**src/rtl/serial_paralelo_sync.sv**
```systemverilog
// rtl/serial_paralelo_sync.sv - serial-to-parallel lane receiver with COM alignment and lock tracking
module serial_paralelo_sync #(
  parameter int unsigned      WIDTH    = 8,
  parameter logic [WIDTH-1:0] COM      = 8'hBC,
  parameter int unsigned      COM_LOCK = 4,
  parameter int unsigned      GAP_MAX  = 16
) (
  input  logic             clk_32f,
  input  logic             reset,
  input  logic             data_in,
  output logic [WIDTH-1:0] data_out,
  output logic             valid_out,
  output logic             word_strobe,
  output logic             active,
  output logic             lock_lost
);

  localparam int unsigned BW = $clog2(WIDTH);
  localparam int unsigned CW = $clog2(COM_LOCK + 1);
  localparam int unsigned GW = (GAP_MAX < 1) ? 1 : $clog2(GAP_MAX + 1);

  localparam logic [BW-1:0] BIT_LAST  = BW'(WIDTH - 1);
  localparam logic [CW-1:0] COM_LAST  = CW'(COM_LOCK - 1);
  localparam logic [GW-1:0] GAP_LAST  = GW'(GAP_MAX - 1);
  localparam logic [GW-1:0] GAP_SAT   = {GW{1'b1}};

  typedef enum logic [1:0] {SEARCH, ALIGN, ACTIVE} state_t;

  state_t           state_q, state_d;
  // Only WIDTH-1 history bits are kept; the incoming bit completes the word.
  logic [WIDTH-2:0] sr_q, sr_d;
  logic [BW-1:0]    bit_cnt_q, bit_cnt_d;
  logic [CW-1:0]    com_cnt_q, com_cnt_d;
  logic [GW-1:0]    gap_cnt_q, gap_cnt_d;
  logic [WIDTH-1:0] data_q, data_d;
  logic             valid_q, valid_d;
  logic             strobe_q, strobe_d;
  logic             lost_q, lost_d;

  logic [WIDTH-1:0] nxt;
  logic             boundary;
  logic             is_com;

  assign nxt      = {sr_q, data_in};
  assign boundary = (bit_cnt_q == BIT_LAST);
  assign is_com   = (nxt == COM);

  always_comb begin
    state_d   = state_q;
    sr_d      = nxt[WIDTH-2:0];
    bit_cnt_d = bit_cnt_q;
    com_cnt_d = com_cnt_q;
    gap_cnt_d = gap_cnt_q;
    data_d    = data_q;
    valid_d   = valid_q;
    strobe_d  = 1'b0;
    lost_d    = 1'b0;

    case (state_q)
      SEARCH: begin
        bit_cnt_d = '0;
        if (is_com) begin
          com_cnt_d = CW'(1);
          if (COM_LOCK == 1) begin
            state_d   = ACTIVE;
            gap_cnt_d = '0;
          end else begin
            state_d = ALIGN;
          end
        end
      end
      ALIGN: begin
        bit_cnt_d = boundary ? '0 : bit_cnt_q + 1'b1;
        if (boundary) begin
          if (is_com) begin
            com_cnt_d = com_cnt_q + 1'b1;
            if (com_cnt_q == COM_LAST) begin
              state_d   = ACTIVE;
              gap_cnt_d = '0;
            end
          end else begin
            state_d   = SEARCH;
            com_cnt_d = '0;
            bit_cnt_d = '0;
          end
        end
      end
      ACTIVE: begin
        bit_cnt_d = boundary ? '0 : bit_cnt_q + 1'b1;
        if (boundary) begin
          // The word that trips the gap timeout is swallowed, not delivered.
          if (GAP_MAX != 0 && !is_com && gap_cnt_q == GAP_LAST) begin
            state_d   = SEARCH;
            valid_d   = 1'b0;
            lost_d    = 1'b1;
            gap_cnt_d = '0;
            com_cnt_d = '0;
            bit_cnt_d = '0;
          end else begin
            data_d   = nxt;
            strobe_d = 1'b1;
            valid_d  = !is_com;
            if (is_com) begin
              gap_cnt_d = '0;
            end else if (gap_cnt_q != GAP_SAT) begin
              gap_cnt_d = gap_cnt_q + 1'b1;
            end
          end
        end
      end
      default: begin
        state_d = SEARCH;
      end
    endcase
  end

  always_ff @(posedge clk_32f) begin
    if (!reset) begin
      state_q   <= SEARCH;
      sr_q      <= '0;
      bit_cnt_q <= '0;
      com_cnt_q <= '0;
      gap_cnt_q <= '0;
      data_q    <= '0;
      valid_q   <= 1'b0;
      strobe_q  <= 1'b0;
      lost_q    <= 1'b0;
    end else begin
      state_q   <= state_d;
      sr_q      <= sr_d;
      bit_cnt_q <= bit_cnt_d;
      com_cnt_q <= com_cnt_d;
      gap_cnt_q <= gap_cnt_d;
      data_q    <= data_d;
      valid_q   <= valid_d;
      strobe_q  <= strobe_d;
      lost_q    <= lost_d;
    end
  end

  assign data_out    = data_q;
  assign valid_out   = valid_q;
  assign word_strobe = strobe_q;
  assign lock_lost   = lost_q;
  assign active      = (state_q == ACTIVE);

endmodule
```
**config.mk**
```make
export PLATFORM = sky130hd
export DESIGN_NAME = serial_paralelo_sync
export DESIGN_NICKNAME = d
export VERILOG_FILES = /design/src/rtl/serial_paralelo_sync.sv
export SDC_FILE = /design/constraint.sdc
export NUM_CORES = 1
export LEC_CHECK = 0
export BUFFER_PORTS_ARGS = -buffer_cell sky130_fd_sc_hd__buf_2
export CAP_MARGIN = 20
export CORE_MARGIN = 1.5
export CORE_UTILIZATION = 62
export CTS_CLUSTER_SIZE = 28
export DETAILED_ROUTE_END_ITERATION = 12
export PLACE_DENSITY = 0.83
export SYNTH_ARGS = -nofsm -noshare
export SYNTH_HDL_FRONTEND = slang
export SYNTH_SLANG_ARGS = --single-unit
```
**constraint.sdc**
```tcl
create_clock -name clk_32f -period 4.4 [get_ports clk_32f]
set_input_delay 0.44 -clock clk_32f [delete_from_list [all_inputs] [get_ports clk_32f]]
set_output_delay 0.44 -clock clk_32f [all_outputs]
set_load 0.02 [all_outputs]
```
Word level (Yosys, flattened, before mapping):

Index checks and enable logic that the tools add are counted.

* add/subtract/negate cells: 3
* multipliers: 0
* div/mod/pow operators: 0
* magnitude comparators: 0
* equal/unequal tests: 15
* shifts and indexed selects: 0
* muxes and demuxes: 30
* bitwise operators: 1
* reductions and logical operators: 11

Operator list (number)
* $mux 5: 7
* $mux 3: 10
* $pmux 3 s3: 2
* $mux 2: 6
* $pmux 5 s2: 1
* $reduce_and 5->1: 2
* $eq 8x8->1 const B: 1
* $ne 2x2->1 const B: 4
* $add 3x1->3 const B: 2
* $pmux 2 s3: 1
* $reduce_and 3->1: 2
* $reduce_and 6->1: 1
* $add 5x1->5 const B: 1
* $eq 5x4->1 const B: 1
* $ne 5x5->1 const B: 1
* $ne 2x1->1 const B: 2
* $ne 4x1->1 const B: 1
* $eq 3x2->1 const B: 1
* $eq 3x3->1 const B: 1
* $mux 1: 3
* $ne 3x3->1 const B: 1
* $reduce_bool 3->1: 1
* $eq 2x1->1 const B: 1
* $eq 2x2->1 const B: 1
* other kinds (6): 6

* bits in registers: 31
* bits in latches: 0
* RAM bits: 0
* bits in read-only memories: 0
* input port bits: 3
* output and inout port bits: 12
* word-level logic and storage cells: 69
* memories kept: 0

Depth between registers and ports, before layout:

Gate-level depths: netlist (run 1).

* depth in word-level cells: 6
* mapped depth: 7
* depth with buffers taken out: 7

Least setup slack after synthesis (run 1):

Ideal clock, no wire load.

* path type: register -> register
* start: register state_q[0]
* end: register gap_cnt_q[0]
* setup time: 0.075 ns
* data arrival time: 1.820 ns
* data required time: 4.325 ns
* setup slack: 2.504 ns
* cell stages (with the launch flop): 8
* path buffers: 1
* clock period less this slack: 1.896 ns
* cells stage by stage: dfxtp_1 -> inv_1 -> ha_1 -> buf_2 -> nand2_1 -> a2111oi_0 -> nand3b_1 -> o22ai_1

* cells in the longest elaborated chain, start to end: 3
* elaborated cells between the ends (all ways): 10
* classes of those cells: eq/ne: 7; mux: 1; reduce/logical: 2

RTL lines
* from (decl): RTL line 29 `state_t state_q, state_d;`
* from (signal assigned): RTL line 129 `state_q <= state_d;`
* $eq 2x2->1 (*)
* via active: RTL line 14 `output logic active,`
* $ne 4x1->1 (no line), or another cell as far along
* $reduce_and 6->1 (no line)
* to (signal assigned): RTL line 133 `gap_cnt_q <= gap_cnt_d;`
* to (decl): RTL line 34 `logic [GW-1:0] gap_cnt_q, gap_cnt_d;`

Mark *: on every way through the listed nets, which the timed path passes. The rest lies on a longest branch.
A chain may end at the register's enable or synchronous reset.

Worst setup path after layout (run 1):

* start: register state_q[0]
* end: register gap_cnt_q[4]

* cells in the longest elaborated chain, start to end: 3
* elaborated cells between the ends (all ways): 10
* classes of those cells: eq/ne: 7; mux: 1; reduce/logical: 2

RTL lines
* $eq 2x2->1 / $eq 2x1->1 (equally long branches): RTL line 59 `case (state_q)`
* $ne 4x1->1 (no line), or another cell as far along
* $reduce_and 6->1 (no line)

Parallel ways exist; a longest one is shown, timed or not.

==> metrics.yaml, run 1 <==
vias_per_cell: 6.434
slew_violations: 0
synth_most_common_cell: "dfxtp_1"
pre_cts_slack_ns: 2.135
drt_first_pass_iters: 6
ys_seq_area_share_pct: 40.86
p_per_area_nw_per_um2: 283.5
synth_edf_count: 0
netlist_top_cells_count: "31 x dfxtp_1, 14 x nand2_1, 13 x a21oi_1, 13 x o21ai_0, 12 x ha_1"
synth.top_cell.area_share_pct: 40.86
maxCapViolCount: 0
clkSlewWorstSetupHoldPaths_ns: 0.10
syn_to_final_growth_pct: 8.072
hold_violations: 0
r2r_end: "gap_cnt_q[4]"
dpl.cell_count: 198
fin_nets: 192
hpwl_um: 2329
fin_setup_tns_ns: 0
timing.rr.start: "state_q[0]"
antenna_found_initial: 0
cts-root-buf: "clkbuf_4"
syn_nets: 179
crit_type: "flip-flop to flip-flop"
clockBufferDepth: 2
seq_power_share_pct: 61.0
synth_top_family_by_area: "simple AND/OR/NAND/NOR gates"
slowest_delay_ns: 0.57
fill_cells: 177
holdWs_ns: 0.3770
power_leakage_nw: 0.6046
die_area_sq_um: 2756
tightest_slew_ns: 0.6258
wl_per_cell_um: 15.80
wl_um: 3240
setup_slack_ns: 2.064
fp-row-count: 17
synthFlopType: "dfxtp_1"
ys_seq_elements: 31
grt_max_degree: 24
synth_fa_ha_area_share_pct: 9.885
slew_headroom_pct: 57.20
placed_area_sq_um: 1585
clkPwrFrac_pct: 37.3
htree_levels: 2
async_flop_share_pct: 0
rsz0062_at_grt: "no"
synthesis.instances: 164
stdcell_count: 205
crit_path_max_fanout: 12
end_kind: "flip-flop"
die_w_um: 52.50
drcViolationCount: 0
rrSetupSlack_ns: 2.06
synth-compound-area-share_pct: 20.51
synthTopCellsByArea: "dfxtp_1 41%, ha_1 9.9%, a21oi_1 4.3%"
p_comb_share_pct: 1.7
path_cells: "inv_1 > ha_1 > nand2_1 > a2111oi_0 > nand3b_1 > o32ai_1"
final.period_utilization_pct: 53.08
grt_usage_pct: 27.40
syn_area_per_cell_sq_um: 9.262
global_route.usage.met1_pct: 32.56
vias: 1319
sw_frac_of_total_pct: 23.15
cp.arrival_ns: 2.58
status: "complete, no violations"
met2_usage_pct: 43.96
min_period_ns: 2.336
initialDrtViolationCount: 35
cp.required_ns: 4.64
crit_path_top_delay_cell: "a2111oi_0"
hold_buffers: 0
core_sq_um: 2255
final_area_sq_um: 1642
r2r_cells: 6
post-cts-setup-buffers: 0
cts_resized: 0
overflow: 0
synth_largest_area_cell: "dfxtp_1"
power.internal_uw: 357.6
syn_area_sq_um: 1519
synth-simple-area-share_pct: 21.58
synthXorXnorAreaFrac_pct: 0
netlist-cell-type-count: 37
hold_class: "primary input to flip-flop"
switching_power_uw: 107.7
fmax_mhz: 428.1
final_layout_size_suffix_gt1_share_pct: 16.38
worstSkewPairLatency_ns: 0.34
grt-busiest-layer: "met2"
cts_tree: "done"
use_met3_pct: 6.286
ios: 15
gp_congestion: 0.7913
whs_endpoint: "sr_q[0]"
start_util_pct: 67.37
setup_viol: 0
clkSinkCount: 31
grt_pass1_wl_um: 5457
port_buffers: 14
fin_worst_skew_ns: 0.007406
min_from: "data_in"
yosysWarnings: 0
chipHeight_um: 52.50
start_kind: "flip-flop"
n_antenna_cell: 0
ir_drop_mv: 0.3162
cts_buffers: 5
final_antenna_net_count: 0
hold-path-cell-count: 2
grt_pass1_vias: 1245
yosys-mux-area-fraction_pct: 2.636
==> power by group through the flow <==
| stage | clock network (mW) | logic [mW] | registers (mW) |
|---|---|---|---|
| 6_report | 0.173 | 0.00814 | 0.284 |
| 3_3_place_gp | 0 | 0.00769 | 0.290 |
| 4_1_cts | 0.173 | 0.00809 | 0.284 |
| 3_5_place_dp | 0 | 0.00804 | 0.290 |
| 5_1_grt | 0.185 | 0.00915 | 0.284 |
| 2_1_floorplan | 0 | 0.00522 | 0.289 |
==> cell usage in the layout (no fill, tap or decap), drive strengths merged <==
cell type  instances
a311oi             2
a21o               1
a31oi              2
ha                12
o221a              1
nand2b             3
o22ai              3
nor2               5
nand3b             2
and4               1
clkbuf             6
nor4b              1
o21ai             14
nand3             10
nand4b             2
and2               8
a2111oi            4
o32ai              1
a211o              1
or4b               1
nor3               4
nand4              3
dfxtp             31
and3               1
nor4               2
a21boi             2
nand2             14
mux2i              4
buf               14
clkinv             1
inv                8
a21oi             13
==> metal layers <==
layer	routed length (um)	vias up
li1	-	626
met1	1339	615
met2	1565	64
met3	246	14
met4	89	0
met5	0	-
==> sequential cells by signal, summed over array words and instances (netlist names) <==
signal / count
bit_cnt_q: 3
com_cnt_q: 3
data_out: 8
gap_cnt_q: 5
lock_lost: 1
sr_q: 7
state_q: 2
valid_out: 1
word_strobe: 1
==> worst max-delay path by stage <==
| stage | startpoint | end | slack (ns) |
|---|---|---|---|
| after floorplan | state_q[0] | gap_cnt_q[0] | 2.50 |
| after global placement | state_q[0] | gap_cnt_q[1] | 2.24 |
| after detailed placement | state_q[0] | gap_cnt_q[1] | 2.14 |
| after CTS | state_q[0] | gap_cnt_q[1] | 2.11 |
| after global routing | state_q[0] | gap_cnt_q[4] | 1.71 |
| final | state_q[0] | gap_cnt_q[4] | 2.06 |
==> stage by stage <==
| stage | utilization (%) | power, mW |
|---|---|---|
| after CTS | 72.81 | 0.4648 |
| final | 72.81 | 0.4653 |
| after global routing | 72.81 | 0.4779 |
| after global placement | 70.31 | 0.2978 |
| after detailed placement | 70.31 | 0.2981 |
| after floorplan | - | 0.2947 |
==> worst max-delay path: cells and delay by family, from the launching register on <==
family,cells,cell delay [ns]
buffers and inverters,1,0.12
AND/OR/NAND/NOR,2,0.58
adder cells (fa/ha/maj),1,0.45
AO/OA/AOI/OAI,2,0.75
flip-flops,1,0.35
==> cell families (layout without fill, tap and decap cells) <==
logic type	after synthesis	count (layout)
AOI/OAI and AO/OA	44	44
and+or+nand+nor	57	57
buffers and inverters	16	29
muxes	4	4
DFF	31	31
adders and majority gates	12	12
==> cell type report <==
cell class | instances | area, sq um | area share [%]
multi-input cells | 117 | 829.5 | 50.53
repair buffers | 14 | 70.07 | 4.268
well taps | 28 | 35.03 | 2.134
clock buffers | 6 | 51.30 | 3.125
inverters | 8 | 30.03 | 1.829
clock inverters | 1 | 5.005 | 0.3049
flip-flops and latches | 31 | 620.6 | 37.80
Power figures use the tool's default switching activity.
==> run 2: changes to the inputs <==
Settings changed: CORE_UTILIZATION 62 to 52, PLACE_DENSITY 0.83 to 0.74.
Clock period 4.4 ns to 2 ns, I/O delays scaled along.
==> run 2 against run 1 <==
Critical endpoint unchanged; clock skew decreased by 0.0028 ns; setup slack got worse by 1.9 ns; worst hold slack got worse by 0.23 ns; count of clock-buffer cells in the layout unchanged; routed wire length shrank 3.4%; clock power rose to 3.0 times the previous value; final cell count rose by 5.9%; first-iteration DRC count is 26% higher; maximum frequency up 25%; register-to-register slack worse by 1.9 ns.
==> metrics.yaml, run 2 (synthesis gave the netlist of run 1 again) <==
ir_drop_mv: 0.6048
crit_path_max_fanout: 4
clockBufferDepth: 2
critPathCapture: "gap_cnt_q[4]"
dpl.cell_count: 209
fin_nets: 200
tightest_slew_ns: 0.5650
drt_first_pass_iters: 4
multi_input_area_sq_um: 847.1
chipHeight_um: 57.05
post-cts-setup-buffers: 0
cts_tree: "done"
fmax_mhz: 534.8
die_w_um: 57.05
drcViolationCount: 0
largest_reg_flops: 8
n_antenna_cell: 0
wl_per_cell_um: 14.42
fin_worst_skew_ns: 0.004624
hold_class: "primary input to flip-flop"
layout_commonest_cell: "dfxtp_1"
ff_latch_area_sq_um: 621.8
crit_path_top_delay_cell: "dfxtp_2"
start_kind: "flip-flop"
gp_congestion: 0.9549
finalCoreUtilization_pct: 63.61
vias: 1271
final_antenna_net_count: 0
status: "complete, no violations"
crit_start: "gap_cnt_q[0]"
slowest_delay_ns: 0.35
overflow: 0
crit_family: "compound AO/OA/AOI/OAI gates"
vias_per_cell: 5.857
port_buffers: 14
pre_cts_slack_ns: 0.003474
htree_levels: 2
ios: 15
final.period_utilization_pct: 93.49
crit_type: "flip-flop to flip-flop"
grt_max_degree: 24
worstSkewPairLatency_ns: 0.33
holdWs_ns: 0.1459
slew_headroom_pct: 62.20
slew_violations: 0
cts-root-buf: "clkbuf_4"
p_per_area_nw_per_um2: 661.0
path_cells: "ha_1 > and3_1 > ha_2 > a21oi_1 > a311oi_1 > o32ai_1"
core_sq_um: 2758
initialDrtViolationCount: 44
maxCapViolCount: 0
syn_to_final_growth_pct: 15.49
final_cell_mix: "30 x dfxtp_1, 14 x nand2_1, 14 x buf_2, 13 x o21ai_0, 13 x a21oi_1"
die_area_sq_um: 3254
rsz0062_at_grt: "no"
fill_cells: 237
end_kind: "flip-flop"
rrSetupSlack_ns: 0.13
hpwl_um: 2261
min_period_ns: 1.870
cp.required_ns: 2.24
cts_buffers: 5
r2r_cells: 6
clkSinkCount: 31
r2r_end: "gap_cnt_q[4]"
fin_setup_tns_ns: 0
power_leakage_nw: 0.6602
start_util_pct: 55.08
critPathBufInv: 0
cp.arrival_ns: 2.11
final_layout_size_suffix_gt1_share_pct: 23.12
clkSlewWorstSetupHoldPaths_ns: 0.10
hold_violations: 0
setup_viol: 0
stdcell_count: 217
wl_um: 3130
grt_pass1_vias: 1214
timing.rr.start: "gap_cnt_q[0]"
grt_pass1_wl_um: 5368
grt_usage_pct: 21.35
antenna_found_initial: 0
setup_slack_ns: 0.1302
fp-row-count: 19
path_depth: 6
## run 2: cell count changes in the layout (fill, tap and decap cells not counted)
cell / previous run / this run
a2111oi_2: 1 / 3
buf_4: 0 / 8
a2111oi_0: 2 / 0
nor2_2: 0 / 1
ha_1: 12 / 11
nor2_1: 5 / 4
dfxtp_1: 31 / 30
bufinv_16: 0 / 1
ha_2: 0 / 1
dfxtp_2: 0 / 1
## run 2: cell type report
type	instances	area share, %
clock buffers	6	2.924
clock inverters	2	1.997
inverters	8	1.712
multi-input cells	117	48.29
flip-flops and latches	31	35.45
well taps	31	2.211
repair buffers	22	7.418
## run 2: routing by layer
metal  wire [um]  vias to the layer above  share of wire [%]  GRT usage, %
met5           0                        -                  0             0
met4          57                        0                1.8         10.96
met3         128                        8                4.1         4.989
met2        1533                       27                 49         36.12
met1        1411                      597                 45         25.14
li1            -                      639                  -             -
## run 2: power breakdown
group | switching [mW] | internal (mW)
clock network | 0.223 | 0.295
registers | 0.00352 | 0.620
logic | 0.0136 | 0.00417
total | 0.240 | 0.919
## run 2: repair_timing
item | in CTS | in global routing
hold buffers | 0 | 0
pin swaps | 0 | 1
cloned | 0 | 0
endpoints found under the setup margin | 2 | 9
resized for setup | 2 | 5
## run 2: per-stage QoR
step           power, mW  area (sq um)
4_1_cts            1.168          1738
3_5_place_dp      0.6556          1649
2_1_floorplan     0.6483          1519
3_3_place_gp      0.6550          1649
5_1_grt            1.194          1754
6_report           1.160          1754
## run 2: worst min path at each step
stage                            start            to  slack, ns  cells past startpoint
after floorplan                data_in       sr_q[0]       0.32                      1
after global placement    com_cnt_q[2]  com_cnt_q[2]       0.44                      2
after detailed placement     valid_out     valid_out       0.45                      2
after CTS                      data_in       sr_q[0]       0.15                      2
after global routing           data_in       sr_q[0]       0.15                      2
final                          data_in       sr_q[0]       0.15                      2
==> run 3: changes to the inputs <==
Settings changed: CORE_ASPECT_RATIO set to 1.5.
==> run 3 against run 2 <==
Count of clock-buffer cells in the layout stayed put; clock skew about the same; combinational power up 8%; worst hold slack gained 0.060 ns; core utilization rose by 1.1 points; clock power decreased by 5.8%; die area increased by 0.22%; critical path type unchanged; critical endpoint is now com_cnt_q[1]; largest power group unchanged.
==> metrics.yaml, run 3 (synthesis gave the netlist of run 1 again) <==
worstSkewPairLatency_ns: 0.29
layout_commonest_cell: "dfxtp_1"
rsz0062_at_grt: "no"
clockBufferDepth: 2
wl_per_cell_um: 14.22
setup_slack_ns: 0.1497
final_antenna_net_count: 0
grt_pass1_wl_um: 5319
multi_input_area_sq_um: 845.8
die_area_sq_um: 3261
hold_violations: 0
post-cts-setup-buffers: 0
grt_usage_pct: 22.36
status: "complete, no violations"
clkPwrFrac_pct: 43.1
finalCoreUtilization_pct: 64.67
crit_path_max_fanout: 9
antenna_found_initial: 0
chipHeight_um: 69.20
hold_buffers: 0
clkSinkCount: 31
slew_violations: 0
p_comb_share_pct: 1.7
cts_tree: "done"
pre_cts_slack_ns: 0.05797
drt_first_pass_iters: 4
grt_pass1_vias: 1237
die_w_um: 47.13
ios: 15
gp_congestion: 0.8102
cts_buffers: 5
final_layout_size_suffix_gt1_share_pct: 22.04
holdWs_ns: 0.2059
clkSlewWorstSetupHoldPaths_ns: 0.06
power.internal_uw: 895.3
crit_type: "flip-flop to flip-flop"
fmax_mhz: 540.5
ff_latch_area_sq_um: 620.6
final.period_utilization_pct: 92.51
cts-root-buf: "clkbuf_8"
start_util_pct: 55.56
seq_power_share_pct: 55.2
power_leakage_nw: 0.6627
vias: 1270
hpwl_um: 2362
final_area_sq_um: 1768
cp.arrival_ns: 2.06
core_sq_um: 2734
fin_nets: 201
sw_frac_of_total_pct: 20.91
final_cell_mix: "31 x dfxtp_1, 14 x nand2_1, 14 x buf_2, 13 x o21ai_0, 13 x a21oi_1"
start_kind: "flip-flop"
cp.required_ns: 2.21
slew_headroom_pct: 67.65
htree_levels: 2
tightest_slew_ns: 0.4834
fin_setup_tns_ns: 0
setup_viol: 0
syn_to_final_growth_pct: 16.39
overflow: 0
initialDrtViolationCount: 26
grt_max_degree: 16
cts_resized: 0
hold_class: "primary input to flip-flop"
switching_power_uw: 236.7
wl_um: 3170
fill_cells: 233
p_per_area_nw_per_um2: 640.3
largest_reg_flops: 8
n_antenna_cell: 0
fin_worst_skew_ns: 0.004274
placed_area_sq_um: 1664
port_buffers: 14
vias_per_cell: 5.695
min_period_ns: 1.850
drcViolationCount: 0
fp-row-count: 23
ir_drop_mv: 0.5408
maxCapViolCount: 0
end_kind: "flip-flop"
## run 3: cell types whose count changed in the layout (fill, tap and decap cells not counted), sizes merged
cell	previous run	this run
buf	22	23
bufinv	1	0
## run 3: area by class of cell
type | instances | area share [%]
multi-input combinational | 117 | 47.84
sequential | 31 | 35.10
clock buffer | 6 | 4.671
inverter | 8 | 1.699
clock inverter | 1 | 0.2831
tap | 37 | 2.619
timing repair buffer | 23 | 7.785
## run 3: worst paths after layout
| kind | to | slack, ns | start | cells past startpoint |
|---|---|---|---|---|
| hold reg to reg | com_cnt_q[2] | 0.47 | com_cnt_q[2] | 2 |
| hold / removal | sr_q[0] | 0.21 | data_in | 2 |
| setup / recovery | com_cnt_q[1] | 0.15 | gap_cnt_q[1] | 6 |
| setup reg to reg | com_cnt_q[1] | 0.15 | gap_cnt_q[1] | 6 |
## run 3: per-stage QoR
step | instances | total power, mW
6_report | 223 | 1.132
5_1_grt | 223 | 1.163
4_1_cts | 223 | 1.139
3_5_place_dp | 216 | 0.6574
3_3_place_gp | 216 | 0.6567
2_1_floorplan | 164 | 0.6483
## run 3: critical path, cell delays in order (launching register included)
cell	delay, ns
dfxtp_1	0.35
ha_1	0.19
and3_1	0.20
ha_2	0.24
o21ai_4	0.12
a2111oi_4	0.43
mux2i_1	0.25
## run 3: power by group through the flow
stage	Combinational, mW	Sequential [mW]	Clock, mW
2_1_floorplan	0.0115	0.637	0
3_3_place_gp	0.0191	0.638	0
3_5_place_dp	0.0195	0.638	0
4_1_cts	0.0195	0.624	0.496
5_1_grt	0.0220	0.625	0.517
6_report	0.0192	0.624	0.488
## run 3: routing by layer
| metal | global-route usage, % | wire length [um] | vias to the layer above |
|---|---|---|---|
| li1 | - | - | 637 |
| met1 | 23.40 | 1300 | 606 |
| met2 | 37.29 | 1705 | 19 |
| met3 | 6.250 | 93 | 8 |
| met4 | 12.65 | 71 | 0 |
| met5 | 0 | 0 | - |
